--- src/rtl/id_ex_stage_if.sv ---
// Decode-to-execute pipeline register bundle: decode-side inputs, hazard controls,
// execute-side registered outputs and the live ALU flags.
interface id_ex_stage_if #(
    parameter int unsigned WIDTH = 32
);
    logic             StallE;
    logic             FlushE;
    logic             ALUSrcD;
    logic             MemToRegD;
    logic             RegWriteD;
    logic             PlusOneD;
    logic             MemWriteD;
    logic             BranchD;
    logic [3:0]       ALUControlD;
    logic [3:0]       CondD;
    logic [1:0]       FlagWriteD;
    logic [WIDTH-1:0] RD1D;
    logic [WIDTH-1:0] RD2D;
    logic [WIDTH-1:0] ExtImmD;
    logic [3:0]       WA3D;
    logic [3:0]       RA1D;
    logic [3:0]       RA2D;
    logic [3:0]       ALUFlags;

    logic             ALUSrcE;
    logic             MemToRegE;
    logic             PlusOneE;
    logic [3:0]       ALUControlE;
    logic             RegWriteE;
    logic             MemWriteE;
    logic             BranchTakenE;
    logic [WIDTH-1:0] RD1E;
    logic [WIDTH-1:0] RD2E;
    logic [WIDTH-1:0] ExtImmE;
    logic [3:0]       WA3E;
    logic [3:0]       RA1E;
    logic [3:0]       RA2E;
    logic             CondExE;
    logic             ValidE;
    logic [3:0]       Flags;

    modport master (
        output StallE, FlushE, ALUSrcD, MemToRegD, RegWriteD, PlusOneD, MemWriteD, BranchD,
               ALUControlD, CondD, FlagWriteD, RD1D, RD2D, ExtImmD, WA3D, RA1D, RA2D, ALUFlags,
        input  ALUSrcE, MemToRegE, PlusOneE, ALUControlE, RegWriteE, MemWriteE, BranchTakenE,
               RD1E, RD2E, ExtImmE, WA3E, RA1E, RA2E, CondExE, ValidE, Flags
    );

    modport slave (
        input  StallE, FlushE, ALUSrcD, MemToRegD, RegWriteD, PlusOneD, MemWriteD, BranchD,
               ALUControlD, CondD, FlagWriteD, RD1D, RD2D, ExtImmD, WA3D, RA1D, RA2D, ALUFlags,
        output ALUSrcE, MemToRegE, PlusOneE, ALUControlE, RegWriteE, MemWriteE, BranchTakenE,
               RD1E, RD2E, ExtImmE, WA3E, RA1E, RA2E, CondExE, ValidE, Flags
    );
endinterface

--- src/rtl/id_ex_stage.sv ---
// ID/EX pipeline register with conditional-execution evaluation and the
// architectural NZCV flag register.
module id_ex_stage #(
    parameter int unsigned WIDTH = 32
) (
    input logic            clk,
    input logic            rst_n,
    id_ex_stage_if.slave   bus
);
    typedef struct packed {
        logic             alusrc;
        logic             memtoreg;
        logic             regwrite;
        logic             plusone;
        logic             memwrite;
        logic             branch;
        logic [3:0]       alucontrol;
        logic [3:0]       cond;
        logic [1:0]       flagwrite;
        logic [WIDTH-1:0] rd1;
        logic [WIDTH-1:0] rd2;
        logic [WIDTH-1:0] extimm;
        logic [3:0]       wa3;
        logic [3:0]       ra1;
        logic [3:0]       ra2;
        logic             valid;
    } e_regs_t;

    e_regs_t    e_q, e_d, e_load;
    logic [3:0] flags_q, flags_d;
    logic       cond_pass, cond_ex;
    logic       n, z, c, v;

    assign {n, z, c, v} = flags_q;

    always_comb begin
        cond_pass = 1'b0;
        unique case (e_q.cond)
            4'b0000: cond_pass = z;
            4'b0001: cond_pass = !z;
            4'b0010: cond_pass = c;
            4'b0011: cond_pass = !c;
            4'b0100: cond_pass = n;
            4'b0101: cond_pass = !n;
            4'b0110: cond_pass = v;
            4'b0111: cond_pass = !v;
            4'b1000: cond_pass = c & !z;
            4'b1001: cond_pass = !c | z;
            4'b1010: cond_pass = (n == v);
            4'b1011: cond_pass = (n != v);
            4'b1100: cond_pass = !z & (n == v);
            4'b1101: cond_pass = z | (n != v);
            4'b1110: cond_pass = 1'b1;
            4'b1111: cond_pass = 1'b0;
        endcase
    end

    assign cond_ex = cond_pass & e_q.valid;

    assign e_load = '{
        alusrc:     bus.ALUSrcD,
        memtoreg:   bus.MemToRegD,
        regwrite:   bus.RegWriteD,
        plusone:    bus.PlusOneD,
        memwrite:   bus.MemWriteD,
        branch:     bus.BranchD,
        alucontrol: bus.ALUControlD,
        cond:       bus.CondD,
        flagwrite:  bus.FlagWriteD,
        rd1:        bus.RD1D,
        rd2:        bus.RD2D,
        extimm:     bus.ExtImmD,
        wa3:        bus.WA3D,
        ra1:        bus.RA1D,
        ra2:        bus.RA2D,
        valid:      1'b1
    };

    always_comb begin
        e_d     = e_q;
        flags_d = flags_q;
        if (bus.FlushE) begin
            e_d = '0;
        end else if (!bus.StallE) begin
            e_d = e_load;
        end
        // A flush still retires the instruction leaving E, so its flag write survives.
        if (cond_ex && (!bus.StallE || bus.FlushE)) begin
            if (e_q.flagwrite[1]) flags_d[3:2] = bus.ALUFlags[3:2];
            if (e_q.flagwrite[0]) flags_d[1:0] = bus.ALUFlags[1:0];
        end
    end

    always_ff @(posedge clk) begin
        if (!rst_n) begin
            e_q     <= '0;
            flags_q <= '0;
        end else begin
            e_q     <= e_d;
            flags_q <= flags_d;
        end
    end

    assign bus.ALUSrcE      = e_q.alusrc;
    assign bus.MemToRegE    = e_q.memtoreg;
    assign bus.PlusOneE     = e_q.plusone;
    assign bus.ALUControlE  = e_q.alucontrol;
    assign bus.RegWriteE    = e_q.regwrite & cond_ex;
    assign bus.MemWriteE    = e_q.memwrite & cond_ex;
    assign bus.BranchTakenE = e_q.branch & cond_ex;
    assign bus.RD1E         = e_q.rd1;
    assign bus.RD2E         = e_q.rd2;
    assign bus.ExtImmE      = e_q.extimm;
    assign bus.WA3E         = e_q.wa3;
    assign bus.RA1E         = e_q.ra1;
    assign bus.RA2E         = e_q.ra2;
    assign bus.CondExE      = cond_ex;
    assign bus.ValidE       = e_q.valid;
    assign bus.Flags        = flags_q;
endmodule

--- src/flat_wrapper.sv ---
// flat-port wrapper written by rule: the top's interface ports become plain ports
module id_ex_stage_flat 
#(
    parameter int unsigned WIDTH = 32
)
  (clk, rst_n, bus_StallE, bus_FlushE, bus_ALUSrcD, bus_MemToRegD, bus_RegWriteD, bus_PlusOneD, bus_MemWriteD, bus_BranchD, bus_ALUControlD, bus_CondD, bus_FlagWriteD, bus_RD1D, bus_RD2D, bus_ExtImmD, bus_WA3D, bus_RA1D, bus_RA2D, bus_ALUFlags, bus_ALUSrcE, bus_MemToRegE, bus_PlusOneE, bus_ALUControlE, bus_RegWriteE, bus_MemWriteE, bus_BranchTakenE, bus_RD1E, bus_RD2E, bus_ExtImmE, bus_WA3E, bus_RA1E, bus_RA2E, bus_CondExE, bus_ValidE, bus_Flags);
  id_ex_stage_if #(.WIDTH(WIDTH)) bus_i ();
  input logic clk;
  input logic rst_n;
  input wire logic [$bits(bus_i.StallE)-1:0] bus_StallE;
  input wire logic [$bits(bus_i.FlushE)-1:0] bus_FlushE;
  input wire logic [$bits(bus_i.ALUSrcD)-1:0] bus_ALUSrcD;
  input wire logic [$bits(bus_i.MemToRegD)-1:0] bus_MemToRegD;
  input wire logic [$bits(bus_i.RegWriteD)-1:0] bus_RegWriteD;
  input wire logic [$bits(bus_i.PlusOneD)-1:0] bus_PlusOneD;
  input wire logic [$bits(bus_i.MemWriteD)-1:0] bus_MemWriteD;
  input wire logic [$bits(bus_i.BranchD)-1:0] bus_BranchD;
  input wire logic [$bits(bus_i.ALUControlD)-1:0] bus_ALUControlD;
  input wire logic [$bits(bus_i.CondD)-1:0] bus_CondD;
  input wire logic [$bits(bus_i.FlagWriteD)-1:0] bus_FlagWriteD;
  input wire logic [$bits(bus_i.RD1D)-1:0] bus_RD1D;
  input wire logic [$bits(bus_i.RD2D)-1:0] bus_RD2D;
  input wire logic [$bits(bus_i.ExtImmD)-1:0] bus_ExtImmD;
  input wire logic [$bits(bus_i.WA3D)-1:0] bus_WA3D;
  input wire logic [$bits(bus_i.RA1D)-1:0] bus_RA1D;
  input wire logic [$bits(bus_i.RA2D)-1:0] bus_RA2D;
  input wire logic [$bits(bus_i.ALUFlags)-1:0] bus_ALUFlags;
  output wire logic [$bits(bus_i.ALUSrcE)-1:0] bus_ALUSrcE;
  output wire logic [$bits(bus_i.MemToRegE)-1:0] bus_MemToRegE;
  output wire logic [$bits(bus_i.PlusOneE)-1:0] bus_PlusOneE;
  output wire logic [$bits(bus_i.ALUControlE)-1:0] bus_ALUControlE;
  output wire logic [$bits(bus_i.RegWriteE)-1:0] bus_RegWriteE;
  output wire logic [$bits(bus_i.MemWriteE)-1:0] bus_MemWriteE;
  output wire logic [$bits(bus_i.BranchTakenE)-1:0] bus_BranchTakenE;
  output wire logic [$bits(bus_i.RD1E)-1:0] bus_RD1E;
  output wire logic [$bits(bus_i.RD2E)-1:0] bus_RD2E;
  output wire logic [$bits(bus_i.ExtImmE)-1:0] bus_ExtImmE;
  output wire logic [$bits(bus_i.WA3E)-1:0] bus_WA3E;
  output wire logic [$bits(bus_i.RA1E)-1:0] bus_RA1E;
  output wire logic [$bits(bus_i.RA2E)-1:0] bus_RA2E;
  output wire logic [$bits(bus_i.CondExE)-1:0] bus_CondExE;
  output wire logic [$bits(bus_i.ValidE)-1:0] bus_ValidE;
  output wire logic [$bits(bus_i.Flags)-1:0] bus_Flags;
  assign bus_i.StallE = bus_StallE;
  assign bus_i.FlushE = bus_FlushE;
  assign bus_i.ALUSrcD = bus_ALUSrcD;
  assign bus_i.MemToRegD = bus_MemToRegD;
  assign bus_i.RegWriteD = bus_RegWriteD;
  assign bus_i.PlusOneD = bus_PlusOneD;
  assign bus_i.MemWriteD = bus_MemWriteD;
  assign bus_i.BranchD = bus_BranchD;
  assign bus_i.ALUControlD = bus_ALUControlD;
  assign bus_i.CondD = bus_CondD;
  assign bus_i.FlagWriteD = bus_FlagWriteD;
  assign bus_i.RD1D = bus_RD1D;
  assign bus_i.RD2D = bus_RD2D;
  assign bus_i.ExtImmD = bus_ExtImmD;
  assign bus_i.WA3D = bus_WA3D;
  assign bus_i.RA1D = bus_RA1D;
  assign bus_i.RA2D = bus_RA2D;
  assign bus_i.ALUFlags = bus_ALUFlags;
  assign bus_ALUSrcE = bus_i.ALUSrcE;
  assign bus_MemToRegE = bus_i.MemToRegE;
  assign bus_PlusOneE = bus_i.PlusOneE;
  assign bus_ALUControlE = bus_i.ALUControlE;
  assign bus_RegWriteE = bus_i.RegWriteE;
  assign bus_MemWriteE = bus_i.MemWriteE;
  assign bus_BranchTakenE = bus_i.BranchTakenE;
  assign bus_RD1E = bus_i.RD1E;
  assign bus_RD2E = bus_i.RD2E;
  assign bus_ExtImmE = bus_i.ExtImmE;
  assign bus_WA3E = bus_i.WA3E;
  assign bus_RA1E = bus_i.RA1E;
  assign bus_RA2E = bus_i.RA2E;
  assign bus_CondExE = bus_i.CondExE;
  assign bus_ValidE = bus_i.ValidE;
  assign bus_Flags = bus_i.Flags;
  id_ex_stage #(.WIDTH(WIDTH)) u_core (.clk(clk), .rst_n(rst_n), .bus(bus_i));
endmodule
--- config.mk ---
export PLATFORM = sky130hd
export DESIGN_NAME = id_ex_stage_flat
export DESIGN_NICKNAME = d
export VERILOG_FILES = /design/src/rtl/id_ex_stage_if.sv /design/src/rtl/id_ex_stage.sv /design/src/flat_wrapper.sv
export SDC_FILE = /design/constraint.sdc
export NUM_CORES = 1
export LEC_CHECK = 0
export BUFFER_PORTS_ARGS = -buffer_cell sky130_fd_sc_hd__buf_2
export CORE_AREA = 4 4 106 118
export DETAILED_ROUTE_END_ITERATION = 8
export DIE_AREA = 0 0 110 122
export PLACE_DENSITY = 0.84
export SLEW_MARGIN = 20
export SYNTH_ARGS = -nofsm -noshare
export SYNTH_HDL_FRONTEND = slang
export SYNTH_SLANG_ARGS = --single-unit
export TNS_END_PERCENT = 1
--- constraint.sdc ---
create_clock -name clk -period 2.7 [get_ports clk]
set_input_delay 0.405 -clock clk [delete_from_list [all_inputs] [get_ports clk]]
set_output_delay 0.405 -clock clk [all_outputs]
set_load 0.02 [all_outputs]
==> metrics.json, run 1 <==
{
  "worst_ir_drop_vdd": {"value": 0.000467, "unit": "V"},
  "final_cell_mix": {"value": "254 x buf_2, 130 x mux2i_1, 128 x dfxtp_1"},
  "setup.reg_to_reg.worst_slack": {"value": 890, "unit": "ps"},
  "muxShareOfSynthArea": {"value": 0.233},
  "post-route-min-period": {"value": 2580, "unit": "ps"},
  "synth_ff_type": {"value": "dfxtp_1"},
  "synth_simple_gate_area_frac": {"value": 0.108},
  "design.core.area": {"value": 11300, "unit": "sq um"},
  "globalRouteTotalUtil": {"value": 0.175},
  "cp_data_required_time": {"value": 2300, "unit": "ps"},
  "final_critical_path_setup_slack": {"value": 117, "unit": "ps"},
  "total_power": {"value": 4.90, "unit": "mW"},
  "hpwl": {"value": 9100, "unit": "um"},
  "placed_cell_area": {"value": 6190, "unit": "sq um"},
  "worst_r2r_startpoint": {"value": "u_core.e_q[111]$_SDFFE_PP0N_"},
  "clockRootBuffer": {"value": "clkbuf_16"},
  "layout.cells.most_common": {"value": "buf_2"},
  "clk_latency": {"value": 390, "unit": "ps"},
  "avgViaCountPerCell": {"value": 4.59},
  "die_h": {"value": 122, "unit": "um"},
  "worstMarginPinSlew": {"value": 518, "unit": "ps"},
  "crit_start": {"value": "u_core.bus.Flags[3]$_SDFFE_PN0P_"},
  "static-leakage-power": {"value": 3.58, "unit": "nW"},
  "drt_iter0_drc": {"value": 142},
  "setup-tns-final": {"value": 0, "unit": "ps"},
  "synth_top_family_by_area": {"value": "multiplexers"},
  "wl_per_cell": {"value": 14.3, "unit": "um"},
  "synth_edf_count": {"value": 0},
  "detailroute.via_count": {"value": 3977},
  "ant_nets": {"value": 0},
  "timing.final.setup_violations": {"value": 0},
  "std_cell_rows": {"value": 41},
  "startpoint_of_the_worst_hold_path": {"value": "bus_ALUControlD[0]"},
  "area.sequential": {"value": 2580, "unit": "sq um"},
  "worstSetupPathType": {"value": "flip-flop to output port"},
  "synth_fa_ha_area_frac": {"value": 0},
  "post_synth_xor_area_fraction": {"value": 0.00311},
  "largest_net_degree_at_the_start_of_global_routing": {"value": 63},
  "cts_htree_levels": {"value": 4},
  "antenna_violations_before_repair": {"value": 1},
  "number_of_iterations_in_the_first_detailed_routing_pass": {"value": 4},
  "port-buffer-count": {"value": 255},
  "holdBufCountCts": {"value": 0},
  "clock_path_buffers": {"value": 2},
  "die_area": {"value": 13400, "unit": "sq um"},
  "async_reset_ff_frac": {"value": 0},
  "fraction_of_the_cycle_the_final_worst_path_needs": {"value": 0.957},
  "synth_compound_gate_area_share": {"value": 0.0205},
  "remaining_drc_errors": {"value": 0},
  "pwr_density_cell": {"value": 715, "unit": "nW/um^2"},
  "multi_input_area": {"value": 2070, "unit": "sq um"},
  "wl": {"value": 12300, "unit": "um"},
  "floorplan.initialDensity": {"value": 0.496},
  "setup_slack_after_placement": {"value": 439, "unit": "ps"},
  "finalClockSkew": {"value": 5.59, "unit": "ps"},
  "crit_fanout": {"value": 4},
  "number_of_standard_cells_after_synthesis": {"value": 567},
  "cp-start-kind": {"value": "flip-flop"},
  "crit_slowest_cell": {"value": "dfxtp_1"},
  "unrepaired_setup_endpoints_after_global_routing": {"value": "false"},
  "data_arrival_at_the_endpoint_of_the_critical_path": {"value": 2180, "unit": "ps"},
  "grt_pass1_vias": {"value": 3933},
  "cells_along_the_critical_path": {"value": "xor2_2 > mux2_2 > a211oi_4 > a21oi_2 > and2_1 > buf_2"},
  "syn_avg_cell_area": {"value": 9.92, "unit": "sq um"},
  "area_delta_synth_final": {"value": 21.7, "unit": "%"},
  "worst_hold_path_type": {"value": "input port to flip-flop"},
  "syn_area": {"value": 5620, "unit": "sq um"},
  "final_net_count": {"value": 834},
  "clock_tree_from_tritoncts": {"value": "done"},
  "clkSlewWorstSetupHoldPaths": {"value": 60, "unit": "ps"},
  "achievable-frequency": {"value": 0.387, "unit": "GHz"},
  "crit_path_largest_cell_delay": {"value": 410, "unit": "ps"},
  "grt.overflow.total": {"value": 0},
  "synth.net_count": {"value": 699},
  "cts_made_buffers": {"value": 17},
  "yosysSeqAreaShare": {"value": 0.459},
  "floorplan.die.width": {"value": 110, "unit": "um"},
  "clock_sinks": {"value": 129},
  "synth.distinct_cells": {"value": 30},
  "slew_headroom": {"value": 0.654},
  "stdcell_area": {"value": 6850, "unit": "sq um"},
  "outcome": {"value": "complete, no violations"},
  "synth-warning-count": {"value": 0},
  "drv.max_cap_violation_count": {"value": 0},
  "final_hold_viol_count": {"value": 0},
  "fillCellCount": {"value": 981},
  "slew_violations": {"value": 0},
  "setup.worst_path.end_class": {"value": "output port"},
  "gp_congestion": {"value": 0.783},
  "post_route_cells_drive_above_1_share": {"value": 0.421},
  "final_core_utilization": {"value": 0.604},
  "grt_pass1_wl": {"value": 18600, "unit": "um"},
  "ports_placed_on_the_boundary": {"value": 256},
  "synth-seq-cells": {"value": 129}
}
==> worst max-delay path, delay by kind of cell (launching register included) <==
kind / cells / cell delay [ps]
multiplexers: 1 / 400
XOR/XNOR: 1 / 230
flip-flops: 1 / 410
AND/OR/NAND/NOR: 1 / 170
buffers and inverters: 1 / 150
AO/OA/AOI/OAI: 2 / 420
==> kinds of logic (layout without fill, tap and decap cells) <==
logic type,after synthesis,count (layout)
buf+inv,146,294
mux,131,131
simple gates,149,149
flops,129,129
xor+xnor,2,2
other cells,0,1
compound gates,10,10
==> through the flow <==
stage | std cells | hold WS [ps]
after global placement | 833 | 469
final | 866 | 236
after global routing | 866 | 225
after detailed placement | 833 | 475
after CTS | 865 | 221
after floorplan | 567 | 455
==> routing by layer <==
layer / up-vias / track usage / wire, um
met4: 0 / 0.0725 / 305
met1: 1798 / 0.203 / 4860
li1: 2011 / - / -
met5: - / 0 / 0
met2: 144 / 0.298 / 6330
met3: 24 / 0.0498 / 854
==> flip-flops by register name, indices dropped and copies added, names as in the netlist <==
signal and flops:
u_core.bus.ValidE 1, u_core.bus.RA1E 4, u_core.bus.Flags 4, u_core.bus.MemToRegE 1
u_core.bus.ALUControlE 4, u_core.bus.PlusOneE 1, u_core.bus.ExtImmE 32, u_core.bus.WA3E 4
u_core.e_q 9, u_core.bus.ALUSrcE 1, u_core.bus.RD1E 32, u_core.bus.RD2E 32
u_core.bus.RA2E 4
==> report_power, final <==
part	internal, mW	switching [mW]
logic	0.215	0.253
registers	1.97	0.0344
clock network	1.60	0.825
==> synth_stat cells, types with 2 or more instances <==
| library cell | number | area (sq um) |
|---|---|---|
| buf_2 | 6 | 30.0 |
| buf_6 | 2 | 22.5 |
| and2_1 | 3 | 18.8 |
| nand2_1 | 11 | 41.3 |
| nor2_1 | 124 | 465 |
| buf_4 | 112 | 841 |
| inv_1 | 3 | 11.3 |
| nand2b_1 | 3 | 18.8 |
| a211oi_2 | 3 | 37.5 |
| dfxtp_1 | 129 | 2580 |
| clkbuf_1 | 23 | 86.3 |
| mux2i_1 | 130 | 1300 |
==> layout make-up <==
cell class                 count  area share
antenna                        1    0.000366
clock buffer                  20      0.0667
clock inverter                12      0.0263
inverter                       3     0.00165
multi-input combinational    292       0.303
sequential                   129       0.377
tap                          150      0.0274
timing repair buffer         259       0.197
==> repair_timing <==
| item | in CTS | in global routing |
|---|---|---|
| setup buffers | 0 | 0 |
| endpoints found under the setup margin | 3 | 3 |
| hold endpoints to repair | 0 | 0 |
| gates resized for setup | 1 | 2 |
| pin swaps | 0 | 0 |
==> final timing paths <==
| path | end | cells after the start |
|---|---|---|
| worst max-delay path | bus_RegWriteE | 6 |
| worst min-delay path | u_core.bus.ALUControlE[0]$_SDFFE_PP0N_ | 3 |
| worst max register to register | u_core.bus.Flags[0]$_SDFFE_PN0P_ | 5 |
| worst min register to register | u_core.bus.RD1E[24]$_SDFFE_PP0N_ | 2 |
No activity file was read; power rests on OpenSTA's default activity.
==> inputs of run 2 (changes only) <==
Clock period 2.7 ns to 3.16 ns, I/O delays scaled along.
==> run 2 against run 1 <==
Worst setup slack improved by 330 ps; flip-flop and latch count unchanged; critical path type unchanged; global-route usage about the same; critical endpoint is now bus_MemWriteE.
==> metrics.json, run 2 (synthesis gave the netlist of run 1 again) <==
{
  "outcome": {"value": "complete, no violations", "change": "unchanged"},
  "pwr-share-comb": {"value": 0.098, "change": "was 0.096"},
  "detailed_routed_wire_length_on_met3": {"value": 818, "unit": "um", "change": "was 854 um"},
  "grt_pass1_vias": {"value": 3770, "change": "was 3933"},
  "placed_cells": {"value": 833, "change": "unchanged"},
  "post-route-min-period": {"value": 2710, "unit": "ps"},
  "worstMarginPinSlew": {"value": 791, "unit": "ps", "change": "was 518 ps"},
  "slew_violations": {"value": 0, "change": "unchanged"},
  "data_arrival_at_the_endpoint_of_the_critical_path": {"value": 2240, "unit": "ps", "change": "was 2180 ps"},
  "die_area": {"value": 13400, "unit": "sq um", "change": "unchanged"},
  "number_of_iterations_in_the_first_detailed_routing_pass": {"value": 4, "change": "unchanged"},
  "cp-start-kind": {"value": "flip-flop", "change": "unchanged"},
  "achievable-frequency": {"value": 0.369, "unit": "GHz"},
  "grt_pass1_wl": {"value": 18400, "unit": "um", "change": "was 18600 um"},
  "cp_data_required_time": {"value": 2690, "unit": "ps", "change": "was 2300 ps"},
  "hpwl": {"value": 9030, "unit": "um", "change": "was 9100 um"},
  "cell_internal_pwr": {"value": 3.11, "unit": "mW", "change": "was 3.78 mW"},
  "highest_layer": {"value": "met4", "change": "unchanged"},
  "drv.max_cap_violation_count": {"value": 0, "change": "unchanged"},
  "post_route_cells_drive_above_1_share": {"value": 0.417, "change": "was 0.421"},
  "post_cts_buffers": {"value": 0, "change": "unchanged"},
  "p_sw": {"value": 924, "unit": "uW", "change": "was 1.11 mW"},
  "ant_nets": {"value": 0, "change": "unchanged"},
  "setup-tns-final": {"value": 0, "unit": "ps", "change": "unchanged"},
  "cts_made_buffers": {"value": 17, "change": "unchanged"},
  "final_core_utilization": {"value": 0.596, "change": "was 0.604"},
  "clock_path_buffers": {"value": 2, "change": "unchanged"},
  "avgViaCountPerCell": {"value": 4.64, "change": "was 4.59"},
  "worstSetupPathType": {"value": "flip-flop to output port", "change": "unchanged"},
  "slew_headroom": {"value": 0.473, "change": "was 0.654"},
  "globalRouteTotalUtil": {"value": 0.174, "change": "was 0.175"},
  "fraction_of_the_cycle_the_final_worst_path_needs": {"value": 0.857},
  "holdBufCountCts": {"value": 0, "change": "unchanged"},
  "pwr_density_cell": {"value": 596, "unit": "nW/um^2", "change": "was 715 nW/um^2"},
  "die_h": {"value": 122, "unit": "um", "change": "unchanged"},
  "largest_net_degree_at_the_start_of_global_routing": {"value": 66, "change": "was 63"},
  "clock_tree_from_tritoncts": {"value": "done", "change": "unchanged"},
  "worst_ir_drop_vdd": {"value": 0.000311, "unit": "V", "change": "was 0.000467 V"},
  "cts_htree_levels": {"value": 4, "change": "unchanged"},
  "static-leakage-power": {"value": 3.55, "unit": "nW", "change": "was 3.58 nW"},
  "worst_hold_path_type": {"value": "input port to flip-flop", "change": "unchanged"},
  "area_delta_synth_final": {"value": 20.2, "unit": "%", "change": "was 21.7%"},
  "antenna_violations_before_repair": {"value": 0, "change": "was 1"},
  "setup.worst_path.end_class": {"value": "output port", "change": "unchanged"},
  "diodes": {"value": 0, "change": "was 1"},
  "routedLengthMet1": {"value": 4850, "unit": "um", "change": "was 4860 um"},
  "remaining_drc_errors": {"value": 0, "change": "unchanged"},
  "wl_per_cell": {"value": 14.1, "unit": "um", "change": "was 14.3 um"},
  "std_cell_rows": {"value": 41, "change": "unchanged"},
  "final_net_count": {"value": 834, "change": "unchanged"},
  "detailroute.via_count": {"value": 4005, "change": "was 3977"},
  "clockRootBuffer": {"value": "clkbuf_16", "change": "unchanged"},
  "clk_latency": {"value": 390, "unit": "ps", "change": "about the same"},
  "setup_slack_after_placement": {"value": 861, "unit": "ps", "change": "was 439 ps"},
  "resized_cells_post_cts": {"value": 0, "change": "was 1"},
  "timing.final.setup_violations": {"value": 0, "change": "unchanged"},
  "port-buffer-count": {"value": 255, "change": "unchanged"},
  "clkSlewWorstSetupHoldPaths": {"value": 50, "unit": "ps", "change": "was 60 ps"},
  "finalClockSkew": {"value": 3.05, "unit": "ps", "change": "was 5.59 ps"},
  "finalNonFillerCells": {"value": 863, "change": "was 866"},
  "p_seq_frac": {"value": 0.424, "change": "was 0.409"},
  "met2_wirelength": {"value": 6410, "unit": "um", "change": "was 6330 um"},
  "crit_fanout": {"value": 10, "change": "was 4"},
  "clock_sinks": {"value": 129, "change": "unchanged"},
  "switching_share": {"value": 0.229, "change": "was 0.227"},
  "gp_congestion": {"value": 0.832, "change": "was 0.783"},
  "final_hold_viol_count": {"value": 0, "change": "unchanged"},
  "ports_placed_on_the_boundary": {"value": 256, "change": "unchanged"},
  "pwr-share-clk": {"value": 0.478, "change": "was 0.496"},
  "final_critical_path_setup_slack": {"value": 451, "unit": "ps", "change": "was 117 ps"},
  "layout.cells.most_common": {"value": "buf_2", "change": "unchanged"},
  "floorplan.initialDensity": {"value": 0.496, "change": "unchanged"},
  "grt.overflow.total": {"value": 0, "change": "unchanged"},
  "final_cell_mix": {"value": "254 x buf_2, 130 x mux2i_1, 129 x dfxtp_1", "change": "was 254 x buf_2, 130 x mux2i_1, 128 x dfxtp_1"},
  "floorplan.die.width": {"value": 110, "unit": "um", "change": "unchanged"},
  "unrepaired_setup_endpoints_after_global_routing": {"value": "false", "change": "unchanged"},
  "design.core.area": {"value": 11300, "unit": "sq um", "change": "unchanged"},
  "wl": {"value": 12200, "unit": "um", "change": "was 12300 um"},
  "drt_iter0_drc": {"value": 184, "change": "was 142"}
}
run 2: cell types whose count changed in the layout (fill, tap and decap cells not counted), sizes merged:
cell,before,now
clkinvlp,2,4
inv,5,3
bufinv,4,3
clkbuf,20,19
diode,1,0
run 2: final cells by class:
| cell class | count | area, sq um |
|---|---|---|
| timing repair buffer | 259 | 1340 |
| fill | 1004 | 4580 |
| clock inverter | 11 | 140 |
| inverter | 3 | 11.3 |
| tap | 150 | 188 |
| sequential | 129 | 2580 |
| multi-input combinational | 292 | 2060 |
| clock buffer | 19 | 443 |
run 2: path summary, 6_finish.rpt:
path | start | end | slack, ps | depth (start not counted)
setup / recovery | u_core.e_q[112]$_SDFFE_PP0N_ | bus_MemWriteE | 450 | 6
hold / removal | bus_RD2D[31] | u_core.bus.RD2E[31]$_SDFFE_PP0N_ | 310 | 3
setup reg to reg | u_core.e_q[111]$_SDFFE_PP0N_ | u_core.bus.Flags[0]$_SDFFE_PN0P_ | 1280 | 5
hold reg to reg | u_core.bus.ValidE$_SDFFE_PP0N_ | u_core.bus.ValidE$_SDFFE_PP0N_ | 480 | 2
run 2: routing by layer:
| layer | global-route usage | up-vias |
|---|---|---|
| met5 | 0 | - |
| met4 | 0.0616 | 0 |
| met3 | 0.0488 | 12 |
| met2 | 0.302 | 137 |
| met1 | 0.204 | 1847 |
| li1 | - | 2009 |
run 2: worst max-delay path, stage by stage (launching register included):
cell and delay (ps):
dfxtp_1 540, and3b_1 270, a31o_2 230, o31ai_2 350
a21oi_2 130, and2_1 170, buf_2 150
run 2: power by group through the flow:
stage	clock network (mW)	registers (mW)	logic (mW)
finish	1.93	1.71	0.397
global route	2.04	1.72	0.431
CTS	1.97	1.71	0.401
detailed placement	0	1.74	0.400
global placement	0	1.74	0.392
floorplan	0	1.74	0.306
run 2: through the flow:
step	cell area, sq um	total power, mW	hold slack (ps)
finish	6760	4.03	306
global route	6760	4.19	290
CTS	6760	4.08	291
detailed placement	6180	2.14	473
global placement	6180	2.13	469
floorplan	5620	2.04	455
==> inputs of run 3 (changes only) <==
Settings changed: BUFFER_PORTS_ARGS -buffer_cell sky130_fd_sc_hd__buf_2 to not set, CORE_AREA 4 4 106 118 to 4 4 94 105, DIE_AREA 0 0 110 122 to 0 0 98 109, DONT_BUFFER_PORTS set to 1, PLACE_DENSITY 0.84 to 0.8.
==> run 3 against run 2 <==
Design area decreased by 20%; critical path depth decreased by 1; hold slack got worse by 200 ps; critical endpoint is now bus_BranchTakenE; highest routed layer unchanged.
==> metrics.json, run 3 (synthesis gave the netlist of run 1 again) <==
{
  "cp_data_required_time": {"value": 2690, "unit": "ps", "change": "about the same"},
  "ff2ff_path_depth": {"value": 5, "change": "unchanged"},
  "worstSetupPathType": {"value": "flip-flop to output port", "change": "unchanged"},
  "startpoint_of_the_worst_hold_path": {"value": "rst_n", "change": "was bus_RD2D[31]"},
  "clockRootBuffer": {"value": "clkbuf_8", "change": "was clkbuf_16"},
  "clock_tree_from_tritoncts": {"value": "done", "change": "unchanged"},
  "port-buffer-count": {"value": 0, "change": "was 255"},
  "crit_slowest_cell": {"value": "dfxtp_1", "change": "unchanged"},
  "setup-tns-final": {"value": 0, "unit": "ps", "change": "unchanged"},
  "timing.final.setup_violations": {"value": 0, "change": "unchanged"},
  "globalRouteTotalUtil": {"value": 0.198, "change": "was 0.174"},
  "final_cell_mix": {"value": "130 x mux2i_1, 129 x dfxtp_1, 124 x nor2_1", "change": "was 254 x buf_2, 130 x mux2i_1, 129 x dfxtp_1"},
  "setup.reg_to_reg.worst_slack": {"value": 1100, "unit": "ps", "change": "was 1280 ps"},
  "holdPathEnd": {"value": "u_core.bus.Flags[1]$_SDFFE_PN0P_", "change": "was u_core.bus.RD2E[31]$_SDFFE_PP0N_"},
  "finalNonFillerCells": {"value": 571, "change": "was 863"},
  "outcome": {"value": "complete, no violations", "change": "unchanged"},
  "hpwl": {"value": 7990, "unit": "um", "change": "was 9030 um"},
  "crit_path_largest_cell_delay": {"value": 520, "unit": "ps", "change": "was 540 ps"},
  "floorplan.die.width": {"value": 98, "unit": "um", "change": "was 110 um"},
  "grt_pass1_wl": {"value": 16600, "unit": "um", "change": "was 18400 um"},
  "worst_r2r_startpoint": {"value": "u_core.bus.Flags[0]$_SDFFE_PN0P_", "change": "was u_core.e_q[111]$_SDFFE_PP0N_"},
  "static-leakage-power": {"value": 2.36, "unit": "nW", "change": "was 3.55 nW"},
  "drt_iter0_drc": {"value": 92, "change": "was 184"},
  "remaining_drc_errors": {"value": 0, "change": "unchanged"},
  "crit_start": {"value": "u_core.bus.Flags[0]$_SDFFE_PN0P_", "change": "was u_core.e_q[112]$_SDFFE_PP0N_"},
  "pwr_density_cell": {"value": 714, "unit": "nW/um^2", "change": "was 596 nW/um^2"},
  "post-route-min-period": {"value": 3010, "unit": "ps", "change": "was 2710 ps"},
  "ant_nets": {"value": 0, "change": "unchanged"},
  "fraction_of_the_cycle_the_final_worst_path_needs": {"value": 0.952, "change": "was 0.857"},
  "die_area": {"value": 10700, "unit": "sq um", "change": "was 13400 sq um"},
  "placed_cells": {"value": 539, "change": "was 833"},
  "clock_path_buffers": {"value": 2, "change": "unchanged"},
  "clock_sinks": {"value": 129, "change": "unchanged"},
  "wl_per_cell": {"value": 19.3, "unit": "um", "change": "was 14.1 um"},
  "worst_ir_drop_vdd": {"value": 0.000413, "unit": "V", "change": "was 0.000311 V"},
  "setup.worst_path.end_class": {"value": "output port", "change": "unchanged"},
  "final_hold_viol_count": {"value": 0, "change": "unchanged"},
  "setup_slack_after_placement": {"value": 612, "unit": "ps", "change": "was 861 ps"},
  "ports_placed_on_the_boundary": {"value": 256, "change": "unchanged"},
  "design.core.area": {"value": 8780, "unit": "sq um", "change": "was 11300 sq um"},
  "cells_along_the_critical_path": {"value": "xor2_1 > nor4b_1 > o31ai_2 > a21oi_4 > and2_1", "change": "was and3b_1 > a31o_2 > o31ai_2 > a21oi_2 > and2_1 > buf_2"},
  "cts_htree_levels": {"value": 4, "change": "unchanged"},
  "std_cell_rows": {"value": 36, "change": "was 41"},
  "gp_congestion": {"value": 0.872, "change": "was 0.832"},
  "crit_fanout": {"value": 4, "change": "was 10"},
  "worstMarginPinSlew": {"value": 685, "unit": "ps", "change": "was 791 ps"},
  "diodes": {"value": 0, "change": "unchanged"},
  "detailroute.via_count": {"value": 3136, "change": "was 4005"},
  "data_arrival_at_the_endpoint_of_the_critical_path": {"value": 2530, "unit": "ps", "change": "was 2240 ps"},
  "achievable-frequency": {"value": 0.332, "unit": "GHz", "change": "was 0.369 GHz"},
  "cts_made_buffers": {"value": 17, "change": "unchanged"},
  "floorplan.initialDensity": {"value": 0.640, "change": "was 0.496"},
  "wl": {"value": 11000, "unit": "um", "change": "was 12200 um"},
  "clkSlewWorstSetupHoldPaths": {"value": 60, "unit": "ps", "change": "was 50 ps"},
  "avgViaCountPerCell": {"value": 5.49, "change": "was 4.64"},
  "drv.max_cap_violation_count": {"value": 0, "change": "unchanged"},
  "slew_violations": {"value": 0, "change": "unchanged"},
  "slew_headroom": {"value": 0.543, "change": "was 0.473"},
  "hold-path-cell-count": {"value": 2, "change": "was 3"},
  "final_net_count": {"value": 576, "change": "was 834"},
  "final_critical_path_setup_slack": {"value": 152, "unit": "ps", "change": "was 451 ps"},
  "clk_latency": {"value": 510, "unit": "ps", "change": "was 390 ps"},
  "cp-start-kind": {"value": "flip-flop", "change": "unchanged"},
  "die_h": {"value": 109, "unit": "um", "change": "was 122 um"},
  "area_delta_synth_final": {"value": -3.40, "unit": "%", "change": "was 20.2%"},
  "grt_pass1_vias": {"value": 3200, "change": "was 3770"},
  "worst_hold_path_type": {"value": "input port to flip-flop", "change": "unchanged"},
  "number_of_iterations_in_the_first_detailed_routing_pass": {"value": 4, "change": "unchanged"},
  "antenna_violations_before_repair": {"value": 0, "change": "unchanged"},
  "largest_net_degree_at_the_start_of_global_routing": {"value": 127, "change": "was 66"},
  "post_route_cells_drive_above_1_share": {"value": 0.0919, "change": "was 0.417"},
  "total_power": {"value": 3.88, "unit": "mW", "change": "was 4.03 mW"},
  "finalClockSkew": {"value": 6.69, "unit": "ps", "change": "was 3.05 ps"},
  "grt.overflow.total": {"value": 0, "change": "unchanged"},
  "unrepaired_setup_endpoints_after_global_routing": {"value": "false", "change": "unchanged"},
  "layout.cells.most_common": {"value": "mux2i_1", "change": "was buf_2"},
  "rr_endpoint": {"value": "u_core.bus.Flags[2]$_SDFFE_PN0P_", "change": "was u_core.bus.Flags[0]$_SDFFE_PN0P_"}
}
## run 3: worst max-delay path by stage
| stage | endpoint | slack [ps] | depth (start not counted) |
|---|---|---|---|
| 3_3_place_gp | bus_BranchTakenE | 730 | 5 |
| 3_5_place_dp | bus_BranchTakenE | 610 | 5 |
| 2_1_floorplan | bus_BranchTakenE | 870 | 5 |
| 6_report | bus_BranchTakenE | 150 | 5 |
| 4_1_cts | bus_BranchTakenE | 50 | 5 |
| 5_1_grt | bus_BranchTakenE | 40 | 5 |
## run 3: layer usage
| layer | wire (um) | vias to the layer above | GRT usage | part of all wire |
|---|---|---|---|---|
| met1 | 3840 | 1451 | 0.204 | 0.35 |
| met2 | 5820 | 164 | 0.348 | 0.53 |
| li1 | - | 1505 | - | - |
| met4 | 177 | 0 | 0.0801 | 0.016 |
| met5 | 0 | - | 0 | 0 |
| met3 | 1170 | 16 | 0.0928 | 0.11 |
## run 3: cell type report
cell class	count	area (sq um)
Clock buffer	19	442
Clock inverter	13	161
Fill cell	723	3350
Inverter	3	11.3
Multi-Input combinational cell	292	2070
Sequential cell	129	2580
Tap cell	114	143
Timing Repair Buffer	1	20.0
## run 3: power breakdown
part	switching (mW)	total, mW	leakage (nW)	internal (mW)
clock	0.695	1.94	0.286	1.24
combinational	0.0703	0.160	1.02	0.0900
sequential	0.101	1.78	1.05	1.68
## run 3: critical path: cells and delay by family (launching register included)
kind	cells	cell delay [ps]
AO/OA/AOI/OAI	2	510
XOR/XNOR	1	300
flip-flops	1	520
AND/OR/NAND/NOR	2	700
## run 3: repair_timing
action,4_1_cts,5_1_grt
hold buffers,0,0
buffers inserted,0,0
setup endpoints to repair,0,3
resized for setup,0,2
## run 3: metrics by stage
step | hold slack, ps | area, sq um | utilization
6_report | 109 | 5430 | 0.619
5_1_grt | 69.4 | 5430 | 0.619
4_1_cts | 50.3 | 5420 | 0.617
3_5_place_dp | 489 | 4810 | 0.548
3_3_place_gp | 471 | 4810 | 0.548
2_1_floorplan | 455 | 5620 | -
